===== src/rtl/dac_pkg.sv =====
// Shared encodings for the DAC waveform generator: waveform modes and
// serial frame states.
package dac_pkg;

    localparam logic [1:0] MODE_STATIC = 2'b00;
    localparam logic [1:0] MODE_SAW    = 2'b01;
    localparam logic [1:0] MODE_TRI    = 2'b10;
    localparam logic [1:0] MODE_SQUARE = 2'b11;

    localparam logic [2:0] ST_IDLE     = 3'd0;
    localparam logic [2:0] ST_CS_SETUP = 3'd1;
    localparam logic [2:0] ST_SHIFT    = 3'd2;
    localparam logic [2:0] ST_CS_HOLD  = 3'd3;
    localparam logic [2:0] ST_LOAD     = 3'd4;

endpackage


===== src/rtl/dac_spi_tx.sv =====
// Serial DAC frame transmitter: captures a shadow code on start and shifts it
// out MSB first, framed by cs and followed by an ldac pulse.
module dac_spi_tx
    import dac_pkg::*;
#(
    parameter int DAC_BITS  = 12,
    parameter int HALF_CLKS = 4
) (
    input  logic                clk,
    input  logic                rst_n,
    input  logic                start,
    input  logic [DAC_BITS-1:0] data,
    output logic                busy,
    output logic                cs,
    output logic                sclk,
    output logic                sdin,
    output logic                ldac
);

    localparam int HW = $clog2(HALF_CLKS + 1);
    localparam int BW = $clog2(DAC_BITS + 1);
    localparam logic [HW-1:0] HCNT_MAX = HW'(HALF_CLKS - 1);
    localparam logic [BW-1:0] BIT_MAX  = BW'(DAC_BITS - 1);

    logic [2:0]          state_r;
    logic [HW-1:0]       hcnt_r;
    logic [BW-1:0]       bit_r;
    logic [DAC_BITS-1:0] shift_r;
    logic                busy_r;
    logic                cs_r;
    logic                sclk_r;
    logic                ldac_r;
    logic                hcnt_last_s;

    assign hcnt_last_s = (hcnt_r == HCNT_MAX);

    // Frame sequencer; sdin is taken straight from the shift register MSB.
    always_ff @(posedge clk or negedge rst_n) begin
        if (!rst_n) begin
            state_r <= ST_IDLE;
            hcnt_r  <= '0;
            bit_r   <= '0;
            shift_r <= '0;
            busy_r  <= 1'b0;
            cs_r    <= 1'b1;
            sclk_r  <= 1'b0;
            ldac_r  <= 1'b1;
        end else begin
            if (state_r == ST_IDLE) begin
                hcnt_r <= '0;
            end else begin
                hcnt_r <= hcnt_last_s ? '0 : hcnt_r + 1'b1;
            end
            case (state_r)
                ST_IDLE: begin
                    if (start) begin
                        state_r <= ST_CS_SETUP;
                        shift_r <= data;
                        bit_r   <= '0;
                        busy_r  <= 1'b1;
                        cs_r    <= 1'b0;
                    end
                end
                ST_CS_SETUP: begin
                    if (hcnt_last_s) begin
                        state_r <= ST_SHIFT;
                    end
                end
                ST_SHIFT: begin
                    if (hcnt_last_s) begin
                        if (!sclk_r) begin
                            sclk_r <= 1'b1;
                        end else begin
                            // Falling sclk edge: advance to the next bit.
                            sclk_r <= 1'b0;
                            if (bit_r == BIT_MAX) begin
                                state_r <= ST_CS_HOLD;
                            end else begin
                                bit_r   <= bit_r + 1'b1;
                                shift_r <= {shift_r[DAC_BITS-2:0], 1'b0};
                            end
                        end
                    end
                end
                ST_CS_HOLD: begin
                    if (hcnt_last_s) begin
                        state_r <= ST_LOAD;
                        shift_r <= '0;
                        cs_r    <= 1'b1;
                        ldac_r  <= 1'b0;
                    end
                end
                ST_LOAD: begin
                    if (hcnt_last_s) begin
                        state_r <= ST_IDLE;
                        ldac_r  <= 1'b1;
                        busy_r  <= 1'b0;
                    end
                end
                default: begin
                    state_r <= ST_IDLE;
                    shift_r <= '0;
                    busy_r  <= 1'b0;
                    cs_r    <= 1'b1;
                    sclk_r  <= 1'b0;
                    ldac_r  <= 1'b1;
                end
            endcase
        end
    end

    assign busy = busy_r;
    assign cs   = cs_r;
    assign sclk = sclk_r;
    assign sdin = shift_r[DAC_BITS-1];
    assign ldac = ldac_r;

endmodule


===== src/rtl/dac_wavegen.sv =====
// DAC waveform generator: rate ticker, waveform code stepping and a single
// pending-frame queue in front of the serial transmitter.
module dac_wavegen
    import dac_pkg::*;
#(
    parameter int DAC_BITS  = 12,
    parameter int HALF_CLKS = 4,
    parameter int RATE_BITS = 24
) (
    input  logic                 clk,
    input  logic                 rst_n,
    input  logic [1:0]           mode,
    input  logic [RATE_BITS-1:0] period,
    input  logic [DAC_BITS-1:0]  static_val,
    input  logic                 enable,
    output logic [DAC_BITS-1:0]  dac,
    output logic                 busy,
    output logic                 overrun,
    output logic                 cs,
    output logic                 sclk,
    output logic                 sdin,
    output logic                 ldac
);

    localparam logic [DAC_BITS-1:0] CODE_MAX = '1;

    logic [RATE_BITS-1:0] cnt_r;
    logic [DAC_BITS-1:0]  dac_r;
    logic [1:0]           mode_r;
    logic                 tri_up_r;
    logic                 pending_r;
    logic                 overrun_r;
    logic                 tick_s;
    logic                 mode_chg_s;
    logic                 tri_up_eff_s;
    logic                 tri_up_next_s;
    logic [DAC_BITS-1:0]  next_code_s;
    logic                 start_s;
    logic [DAC_BITS-1:0]  start_data_s;
    logic                 tx_busy_s;

    assign tick_s       = enable && (cnt_r == period);
    assign mode_chg_s   = (mode != mode_r);
    assign tri_up_eff_s = mode_chg_s ? 1'b1 : tri_up_r;
    assign start_s      = tx_busy_s ? 1'b0 : (tick_s | pending_r);
    assign start_data_s = tick_s ? next_code_s : dac_r;

    // Next waveform code, applied only on a tick.
    always_comb begin
        next_code_s   = dac_r;
        tri_up_next_s = tri_up_eff_s;
        case (mode)
            MODE_STATIC: next_code_s = static_val;
            MODE_SAW:    next_code_s = dac_r + 1'b1;
            MODE_TRI: begin
                if (tri_up_eff_s) begin
                    if (dac_r == CODE_MAX) begin
                        next_code_s   = dac_r - 1'b1;
                        tri_up_next_s = 1'b0;
                    end else begin
                        next_code_s   = dac_r + 1'b1;
                    end
                end else begin
                    if (dac_r == '0) begin
                        next_code_s   = dac_r + 1'b1;
                        tri_up_next_s = 1'b1;
                    end else begin
                        next_code_s   = dac_r - 1'b1;
                    end
                end
            end
            MODE_SQUARE: next_code_s = (dac_r == '0) ? static_val : '0;
            default:     next_code_s = dac_r;
        endcase
    end

    // Rate counter, waveform state and frame queueing.
    always_ff @(posedge clk or negedge rst_n) begin
        if (!rst_n) begin
            cnt_r     <= '0;
            dac_r     <= '0;
            mode_r    <= MODE_STATIC;
            tri_up_r  <= 1'b1;
            pending_r <= 1'b0;
            overrun_r <= 1'b0;
        end else begin
            if (!enable || tick_s) begin
                cnt_r <= '0;
            end else begin
                cnt_r <= cnt_r + 1'b1;
            end
            mode_r <= mode;
            if (tick_s) begin
                dac_r    <= next_code_s;
                tri_up_r <= tri_up_next_s;
            end else if (mode_chg_s) begin
                tri_up_r <= 1'b1;
            end
            // A second queued tick only sets overrun; the newest dac is sent.
            if (start_s) begin
                pending_r <= 1'b0;
            end else if (tick_s && tx_busy_s) begin
                pending_r <= 1'b1;
                if (pending_r) begin
                    overrun_r <= 1'b1;
                end
            end
        end
    end

    dac_spi_tx #(
        .DAC_BITS  (DAC_BITS),
        .HALF_CLKS (HALF_CLKS)
    ) u_spi_tx (
        .clk   (clk),
        .rst_n (rst_n),
        .start (start_s),
        .data  (start_data_s),
        .busy  (tx_busy_s),
        .cs    (cs),
        .sclk  (sclk),
        .sdin  (sdin),
        .ldac  (ldac)
    );

    assign dac     = dac_r;
    assign busy    = tx_busy_s;
    assign overrun = overrun_r;

endmodule


===== config.mk =====
export PLATFORM = sky130hd
export DESIGN_NAME = dac_wavegen
export DESIGN_NICKNAME = d
export VERILOG_FILES = /design/src/rtl/dac_pkg.sv /design/src/rtl/dac_spi_tx.sv /design/src/rtl/dac_wavegen.sv
export SDC_FILE = /design/constraint.sdc
export NUM_CORES = 1
export LEC_CHECK = 0
export CAP_MARGIN = 20
export CORE_MARGIN = 2
export CORE_UTILIZATION = 25
export CTS_CLUSTER_DIAMETER = 150
export DETAILED_ROUTE_END_ITERATION = 6
export PLACE_DENSITY_LB_ADDON = 0.3
export SLEW_MARGIN = 20
export SYNTH_ARGS = -nofsm -noshare
export SYNTH_HDL_FRONTEND = slang
export SYNTH_SLANG_ARGS = --single-unit
export TNS_END_PERCENT = 100

===== constraint.sdc =====
create_clock -name clk -period 2.7 [get_ports clk]
set_input_delay 0.27 -clock clk [delete_from_list [all_inputs] [get_ports clk]]
set_output_delay 0.27 -clock clk [all_outputs]
set_load 0.05 [all_outputs]

## After elaboration in Yosys (flattened, before gate mapping)

Cells that the tools add are included.

- Bitwise gates (word level): 7
- $add $sub $neg: 5
- Muxes and demuxes: 47
- Eq/ne operators: 20
- Reductions and logical operators: 22

Operator list:

| kind | count |
|---|---|
| $mux 12 | 10 |
| $pmux 12 s4 | 2 |
| $mux 3 | 9 |
| $add 24x1->24 const B | 1 |
| $eq 24x24->1 | 1 |
| $mux 24 | 1 |
| $mux 4 | 4 |
| $mux 1 | 15 |
| $pmux 3 s5 | 1 |
| $add 12x1->12 const B | 1 |
| $eq 12x12->1 const B | 1 |
| $logic_not 12->1 | 1 |
| $ne 2x1->1 const B | 6 |
| $reduce_and 3->1 | 4 |
| $sub 12x1->12 const B | 1 |
| $eq 3x2->1 const B | 3 |
| $pmux 1 s3 | 3 |
| $reduce_or 3->1 | 3 |
| $pmux 4 s2 | 1 |
| $reduce_and 7->1 | 1 |
| $not 1->1 | 6 |
| $reduce_and 6->1 | 1 |
| $reduce_and 5->1 | 1 |
| $add 4x1->4 const B | 1 |
| 19 further kinds | 23 |

- Word-level logic and storage cells: 115
- Register bits: 67
- Bits of input ports: 41

## Depth between registers and ports, before layout

Gate-level depths: netlist of the first run.

- Depth in word-level cells: 7
- Depth in mapped cells: 11
- Mapped depth without buffers: 9

## By module

A second synthesis of the first run with hierarchy kept.

- Cell total of the unflattened synthesis: 459
- Area, all modules: 4224.1 sq um

Modules (own cells, without submodules):

| module | area an instance (sq um) | seq. area each (sq um) | cells each | times used |
|---|---|---|---|---|
| dac_wavegen | 2946.6 | 1027.2 | 339 | 1 |
| dac_spi_tx | 1277.5 | 653.1 | 120 | 1 |

## Worst setup path before layout of the first run

No wires, ideal clock.

- Path type: reg-to-reg
- From: reg dac_r[0] (netlist: dac[0])
- To: reg u_spi_tx.shift_r[3]
- Setup slack: -0.308 ns
- Data required time: 2.582 ns
- Library setup time: 0.118 ns
- Arrival time: 2.890 ns
- Stages on the path, launching flop included: 12
- Path through: dfrtp_1 > inv_1 > ha_1 > or4b_4 > buf_6 > nor3_4 > o211a_1 > buf_6 > mux2_4 > a21o_1 > a22o_2 > a21o_1

- Longest elaborated chain between the ends: 7

Ends and longest elaborated chain:

| item | line | source |
|---|---|---|
| start, declared | dac_wavegen.sv:28 | `logic [DAC_BITS-1:0] dac_r;` |
| start signal, assigned | dac_wavegen.sv:94 | `dac_r <= next_code_s;` |
| $sub 12x1->12 (tied with other cells) | dac_wavegen.sv:58, dac_wavegen.sv:68 |  |
| $mux 12 (on tied branches) | dac_wavegen.sv:64, dac_wavegen.sv:57 |  |
| $mux 12 | dac_wavegen.sv:56 | `if (tri_up_eff_s) begin` |
| $pmux 12 s4 (*) | dac_wavegen.sv:52 | `case (mode)` |
| $mux 12 (*) | n/a |  |
| via start_data_s[3] | dac_wavegen.sv:39 | `logic [DAC_BITS-1:0] start_data_s;` |
| $mux 12 (*) | dac_spi_tx.sv:56 | `if (start) begin` |
| $pmux 12 s4 (*) | dac_spi_tx.sv:54 | `case (state_r)` |
| end signal, assigned | dac_spi_tx.sv:58 | `shift_r <= data;` |
| end signal, assigned | dac_spi_tx.sv:80 | `shift_r <= {shift_r[DAC_BITS-2:0], 1'b0};` |
| end, declared | dac_spi_tx.sv:28 | `logic [DAC_BITS-1:0] shift_r;` |

The timed path passes the listed nets; every way through them passes the cells marked *. The select of a mux whose other input is x is not followed.
A chain may end at the register's enable or synchronous reset.

## Worst setup path in the final report of the first run

- From: reg dac_r[0] (netlist: dac[0])
- To: reg u_spi_tx.shift_r[8]

Same word-level chain as after synthesis.

==> qor.yml, run 1 <==
floorplan:
  die_h_um: 136
  core-area_mm2: 0.0172
  initial_utilization_pct: 25.3
  die_area_mm2: 0.0185
  rows: 48
  die_x_um: 136
  io-pin-count: 59
yosys:
  synth_ff_type: "dfrtp_1"
  ys_warn_count: 0
  synthTopCellsByArea: "dfrtp_1 (37%), xnor2_1 (8.1%), nor2_1 (4.2%)"
  netlist_area_mm2: 0.00435
  yosysTopAreaCell: "dfrtp_1"
  synth_edf_count: 0
  synth_nets: 511
  ys_seq_elements: 67
  syn_inst: 465
  syn_avg_cell_area_um2: 9.36
  seq_area_frac_synth_pct: 38.6
  yosysUniqueCellTypes: 75
  yosysTopAreaCellShare_pct: 36.8
  async_flop_share_pct: 100
sta:
  fin_skew_ns: 0.00483
  finalSetupViolations: 0
  relSlewSlack_pct: 35.0
  setup_ws_ns: 0.0761
  finalCritPeriodShare_pct: 97.2
  max_clock_freq_mhz: 381
  rsz0062_at_grt: "true"
  min_period_ns: 2.62
  maxSlewViolCount: 0
  tightest_slew_ns: 0.974
  finalSetupTns_ns: 0
  finalHoldViolCount: 0
routing:
  drt_first_pass_iters: 6
  wl_per_cell_um: 16.9
  drt_iter0_markers: 232
  route.detailed.drc: 0
  routed-via-count: 3880
  ant_nets: 0
  routed_wl_um: 13200
  avgViaCountPerCell: 4.98
cells_and_area:
  syn2layout_area_growth_pct: 31.8
  nets: 595
  n_antenna_cell: 0
  fin_util_pct: 33.4
  drive_gt1_share_pct: 18.4
  stdcell_area_mm2: 0.00573
worst_setup_path:
  cp-start-kind: "flop"
  crit_top_cell: "a21o_1"
  crit_chain: "inv_2, ha_4, or4b_4, buf_4, nor4_2, xnor2_1, a221o_1, a221oi_1, a21o_1, a21o_1"
  cp-end-kind: "flop"
  worstPathArrival_ns: 2.90
  reg2reg_from: "dac[0]$_DFF_PN0_"
  crit_start: "dac[0]$_DFF_PN0_"
  worstSetupPathType: "reg -> reg"
  critical_path.max_stage_delay_ns: 0.48
  crit_path_max_fanout: 6
  critical-path-slowest-cell: "or4b_4"
  cp.required_ns: 2.97
global_route:
  grt_pass1_wl_um: 21300
  grt_antenna_before_repair: 0
  grt_max_degree: 39
  grt_pass1_vias: 3983
  gr-total-overflow: 0
  grtUsageTotal_pct: 14.9
clock_tree:
  cts_setup_buffers: 0
  ctsHtreeMaxLevel: 3
  clk_path_buf_depth: 2
  cts_resized: 0
  cts-hold-fix-buffers: 0
  cts_tree: "built"
  clk_latency_ns: 0.33
  clkTransAtPathRegs_ns: 0.06
  numCtsBuffers: 9
  numClockSinks: 67
  cts_root_buf: "clkbuf_16"
place:
  io_buffers: 58
  dp_hpwl_um: 10000
  pre_cts_slack_ns: -0.0267
  place_area_mm2: 0.00541
  routabilityCongestion: 0.920
min_path:
  hold_path.class: "in -> async"
power:
  power.density_cell_area_mw_per_mm2: 412
  ir_drop_uv: 267
  total_leakage_power_nw: 2.41
run:
  drv_cap: 0
outcome:
  run_status: "completed"
==> cell usage after synthesis, types with 3 or more instances <==
master	number
mux2i_1	6
xnor2_1	40
nor4_1	4
buf_6	6
a22oi_1	7
or3_1	4
xor2_1	19
dfstp_2	3
nor3_1	12
o21ai_0	15
nand4_1	16
a21o_1	11
nand2b_1	6
dfrtp_1	64
o211ai_1	4
nor2b_1	3
buf_2	7
a31oi_1	5
nand3_1	17
a21oi_1	10
clkbuf_1	14
and3_1	13
nor2_1	49
nor3b_1	4
nor4_2	3
nand2_1	35
a22o_1	11
ha_1	5
o31ai_1	4
inv_1	11
==> worst max-delay path: cells and delay by family (launching register included) <==
kind / cells / cell delay (ns)
xor+xnor: 1 / 0.13
buf+inv: 2 / 0.29
compound gates: 4 / 0.92
flops: 1 / 0.42
simple gates: 2 / 0.67
fa+ha+maj: 1 / 0.13
==> cells by family after synthesis <==
logic type / share of synthesized area [%]
AND/OR/NAND/NOR: 22.5
AO/OA/AOI/OAI: 17.5
flip-flops: 38.6
XOR/XNOR: 11.9
buffers and inverters: 4.95
multiplexers: 3.11
adder cells (fa/ha/maj): 1.44
==> power by group <==
group          total (mW)  internal, mW  switching (mW)
clock network        1.16         0.716           0.443
registers            1.02          1.01         0.00603
logic               0.188        0.0947          0.0937
==> final timing paths <==
path                            cells past startpoint                               to  slack (ns)
worst min-delay path                                1              mode_r[0]$_DFF_PN0_        0.09
min in group clk                                    1     u_spi_tx.hcnt_r[0]$_DFF_PN0_        0.44
worst min register to register                      1     u_spi_tx.hcnt_r[0]$_DFF_PN0_        0.44
worst max-delay path                               10  u_spi_tx.shift_r[8]$_DFFE_PN0P_        0.08
worst max register to register                     10  u_spi_tx.shift_r[8]$_DFFE_PN0P_        0.08
max in group asynchronous                           2          u_spi_tx.cs$_DFFE_PN1P_        1.84
==> metrics by stage <==
step                cells  hold WS [ns]  total power [mW]
CTS                   779         0.124              2.40
detailed placement    763         0.436              1.22
floorplan             465       -0.0256              1.10
global route          779         0.164              2.47
finish                779        0.0911              2.36
global placement      763         0.431              1.22
==> cells in the final DEF, fill, tap and decap left out, drive strengths merged, types with 3 or more instances in the layout <==
cell type / synthesis / final
nand4: 16 / 16
a31oi: 5 / 5
nand3: 18 / 18
o21ai: 17 / 17
mux2: 6 / 6
o31ai: 4 / 4
xor2: 19 / 19
nor4: 8 / 8
dfrtp: 64 / 64
o211ai: 5 / 5
inv: 12 / 12
a21oi: 11 / 11
a22o: 12 / 12
a221oi: 4 / 4
a22oi: 7 / 7
nand2: 35 / 35
nor2: 49 / 49
clkbuf: 14 / 12
and3: 15 / 15
ha: 5 / 5
nor2b: 3 / 3
nand2b: 6 / 6
or4: 3 / 3
dfstp: 3 / 3
nor3: 13 / 13
a21o: 11 / 11
mux2i: 6 / 6
or3: 4 / 4
nor3b: 4 / 4
xnor2: 40 / 40
clkdlybuf4s50: 0 / 57
buf: 15 / 45
==> metal layers <==
metal | part of all wire [%] | global-route usage [%] | wire [um] | vias up
met1 | 45 | 19.7 | 5890 | 1874
met2 | 47 | 23.6 | 6140 | 130
met5 | 0 | 0 | 0 | -
met3 | 6.3 | 3.77 | 830 | 23
li1 | - | - | - | 1853
met4 | 2.5 | 5.61 | 334 | 0
==> area by class of cell <==
cell class	count	area, um2
Fill cell	1816	11400
Clock inverter	4	51.3
Inverter	12	45.0
Clock buffer	12	236
Sequential cell	67	1690
Timing Repair Buffer	102	931
Tap cell	225	282
Multi-Input combinational cell	357	2500
==> flip-flops by register name, summed over array words and instances, names as in the netlist <==
| signal | count |
|---|---|
| cnt_r | 24 |
| dac | 12 |
| u_spi_tx.shift_r | 12 |
| u_spi_tx.bit_r | 4 |
| u_spi_tx.hcnt_r | 3 |
| u_spi_tx.state_r | 3 |
| mode_r | 2 |
| overrun | 1 |
| pending_r | 1 |
| tri_up_r | 1 |
| u_spi_tx.busy | 1 |
| u_spi_tx.cs | 1 |
| u_spi_tx.ldac | 1 |
| u_spi_tx.sclk | 1 |
No activity file was read; power rests on OpenSTA's default activity.
==> run 2: changes to the inputs <==
--- a/config.mk
+++ b/config.mk
@@ -5,9 +5,9 @@
 export SDC_FILE = /design/constraint.sdc
 export NUM_CORES = 1
 export LEC_CHECK = 0
-export CAP_MARGIN = 20
 export CORE_MARGIN = 2
 export CORE_UTILIZATION = 25
+export CTS_BUF_LIST = sky130_fd_sc_hd__clkbuf_16
 export CTS_CLUSTER_DIAMETER = 150
 export DETAILED_ROUTE_END_ITERATION = 6
 export PLACE_DENSITY_LB_ADDON = 0.3
==> run 2 against run 1 <==
Die area did not move. Register-to-register slack barely moved. Via count barely moved. Clock power barely moved. Sequential power barely moved. Sequential share of layout area did not move. Maximum frequency rose by 0.34%. Clock skew barely moved. Core utilization did not move. Global-route usage barely moved. Non-clock buffer count did not move. Final cell count did not move. Highest routed layer unchanged.
==> qor.yml, run 2 (synthesis gave the netlist of run 1 again) <==
sta:
  rsz0062_at_grt: "true"
  finalSetupTns_ns: 0
  hold_slack_ns: 0.0894
  finalSetupViolations: 0
  finalCritPeriodShare_pct: 96.9
  maxSlewViolCount: 0
  min_period_ns: 2.62
  fin_skew_ns: 0.00500
  relSlewSlack_pct: 34.9
  finalHoldViolCount: 0
  tightest_slew_ns: 0.977
  setup_ws_ns: 0.0849
  max_clock_freq_mhz: 382
cells_and_area:
  syn2layout_area_growth_pct: 31.8
  n_antenna_cell: 0
  final_cell_mix: "dfrtp_1 (58), clkdlybuf4s50_1 (57), nor2_1 (49), buf_4 (42), xnor2_1 (40)"
  fin_util_pct: 33.4
  largest_register_ffs: 24
  top_register: "cnt_r"
  mostFrequentLayoutCell: "dfrtp_1"
  drive_gt1_share_pct: 18.4
  stdcell_count: 779
  nets: 595
global_route:
  gr-total-overflow: 0
  grt_pass1_vias: 3982
  grt_antenna_before_repair: 0
  grtUsageTotal_pct: 14.9
  grt_pass1_wl_um: 21200
  grt_max_degree: 39
clock_tree:
  cts_tree: "built"
  cts-hold-fix-buffers: 0
  clk_latency_ns: 0.33
  ctsHtreeMaxLevel: 3
  clkTransAtPathRegs_ns: 0.05
  cts_root_buf: "clkbuf_16"
  numClockSinks: 67
  clk_path_buf_depth: 2
  numCtsBuffers: 9
power:
  p_int_mw: 1.81
  p_sw_mw: 0.544
  switching_share_pct: 23.1
  ir_drop_uv: 267
  sequentialPowerShare_pct: 43.2
  power.density_cell_area_mw_per_mm2: 410
  share_comb_of_total_power_pct: 8.0
  total_leakage_power_nw: 2.42
  clkPwrFrac_pct: 48.8
routing:
  avgViaCountPerCell: 4.98
  routed_wl_um: 13200
  routed-via-count: 3879
  drt_iter0_markers: 236
  wl_per_cell_um: 17.0
  ant_nets: 0
  route.detailed.drc: 0
  drt_first_pass_iters: 5
floorplan:
  rows: 48
  initial_utilization_pct: 25.3
  core-area_mm2: 0.0172
  die_h_um: 136
  die_area_mm2: 0.0185
  io-pin-count: 59
  die_x_um: 136
worst_setup_path:
  cp-start-kind: "flop"
  crit_start: "dac[0]$_DFF_PN0_"
  crit_path_max_fanout: 6
  worstSetupPathType: "reg -> reg"
  worstPathArrival_ns: 2.88
  cp.required_ns: 2.97
  reg2reg_from: "dac[0]$_DFF_PN0_"
  cp-end-kind: "flop"
place:
  routabilityCongestion: 0.920
  io_buffers: 58
  dp_hpwl_um: 10000
  dpl.cell_count: 763
  pre_cts_slack_ns: -0.0267
min_path:
  hold_path.class: "in -> async"
outcome:
  run_status: "completed"
run:
  drv_cap: 0
-- run 2: power groups by stage --
| stage | clock network, mW | logic (mW) | registers [mW] |
|---|---|---|---|
| final | 1.15 | 0.189 | 1.02 |
| after global routing | 1.23 | 0.209 | 1.02 |
| after CTS | 1.18 | 0.191 | 1.02 |
| after detailed placement | 0 | 0.190 | 1.03 |
| after global placement | 0 | 0.190 | 1.03 |
| after floorplan | 0 | 0.0683 | 1.03 |
-- run 2: final cells by class --
type | count | area (um2)
Multi-Input combinational cell | 357 | 2500
Inverter | 12 | 45.0
Tap cell | 225 | 282
Fill cell | 1816 | 11400
Sequential cell | 67 | 1690
Clock inverter | 7 | 62.6
Clock buffer | 9 | 225
Timing Repair Buffer | 102 | 931
-- run 2: critical path: stages (launching register included) --
cell and delay [ns]:
dfrtp_2 0.42, inv_2 0.09, ha_4 0.13, or4b_4 0.48, buf_4 0.20, nor4_2 0.19, xnor2_1 0.13, a221o_1 0.32
a221oi_1 0.25, a21o_1 0.20, a21o_1 0.14
-- run 2: through the flow --
step / instance area, um2 / total power, mW
floorplan: 4370 / 1.10
global placement: 5410 / 1.22
detailed placement: 5410 / 1.22
CTS: 5700 / 2.39
global route: 5730 / 2.46
finish: 5730 / 2.35
-- run 2: path summary, 6_finish.rpt --
kind / end / depth (start not counted) / slack [ns]
worst min-delay path: mode_r[0]$_DFF_PN0_ / 1 / 0.09
worst max-delay path: u_spi_tx.shift_r[8]$_DFFE_PN0P_ / 10 / 0.08
worst max register to register: u_spi_tx.shift_r[8]$_DFFE_PN0P_ / 10 / 0.08
max in group asynchronous: u_spi_tx.cs$_DFFE_PN1P_ / 2 / 1.84
worst min register to register: u_spi_tx.hcnt_r[0]$_DFF_PN0_ / 1 / 0.44
min in group clk: u_spi_tx.hcnt_r[0]$_DFF_PN0_ / 1 / 0.44
-- run 2: per-layer routing --
metal	GRT usage [%]	up-vias	wire length, um	part of all wire, %
met3	3.77	23	826	6.2
met5	0	-	0	0
li1	-	1853	-	-
met2	23.5	128	6130	46
met4	5.61	0	338	2.6
met1	19.7	1875	5940	45
-- run 2: repair_timing --
action	CTS	global route
endpoints found under the setup margin	0	8
resized for setup	0	5
setup buffers	0	0
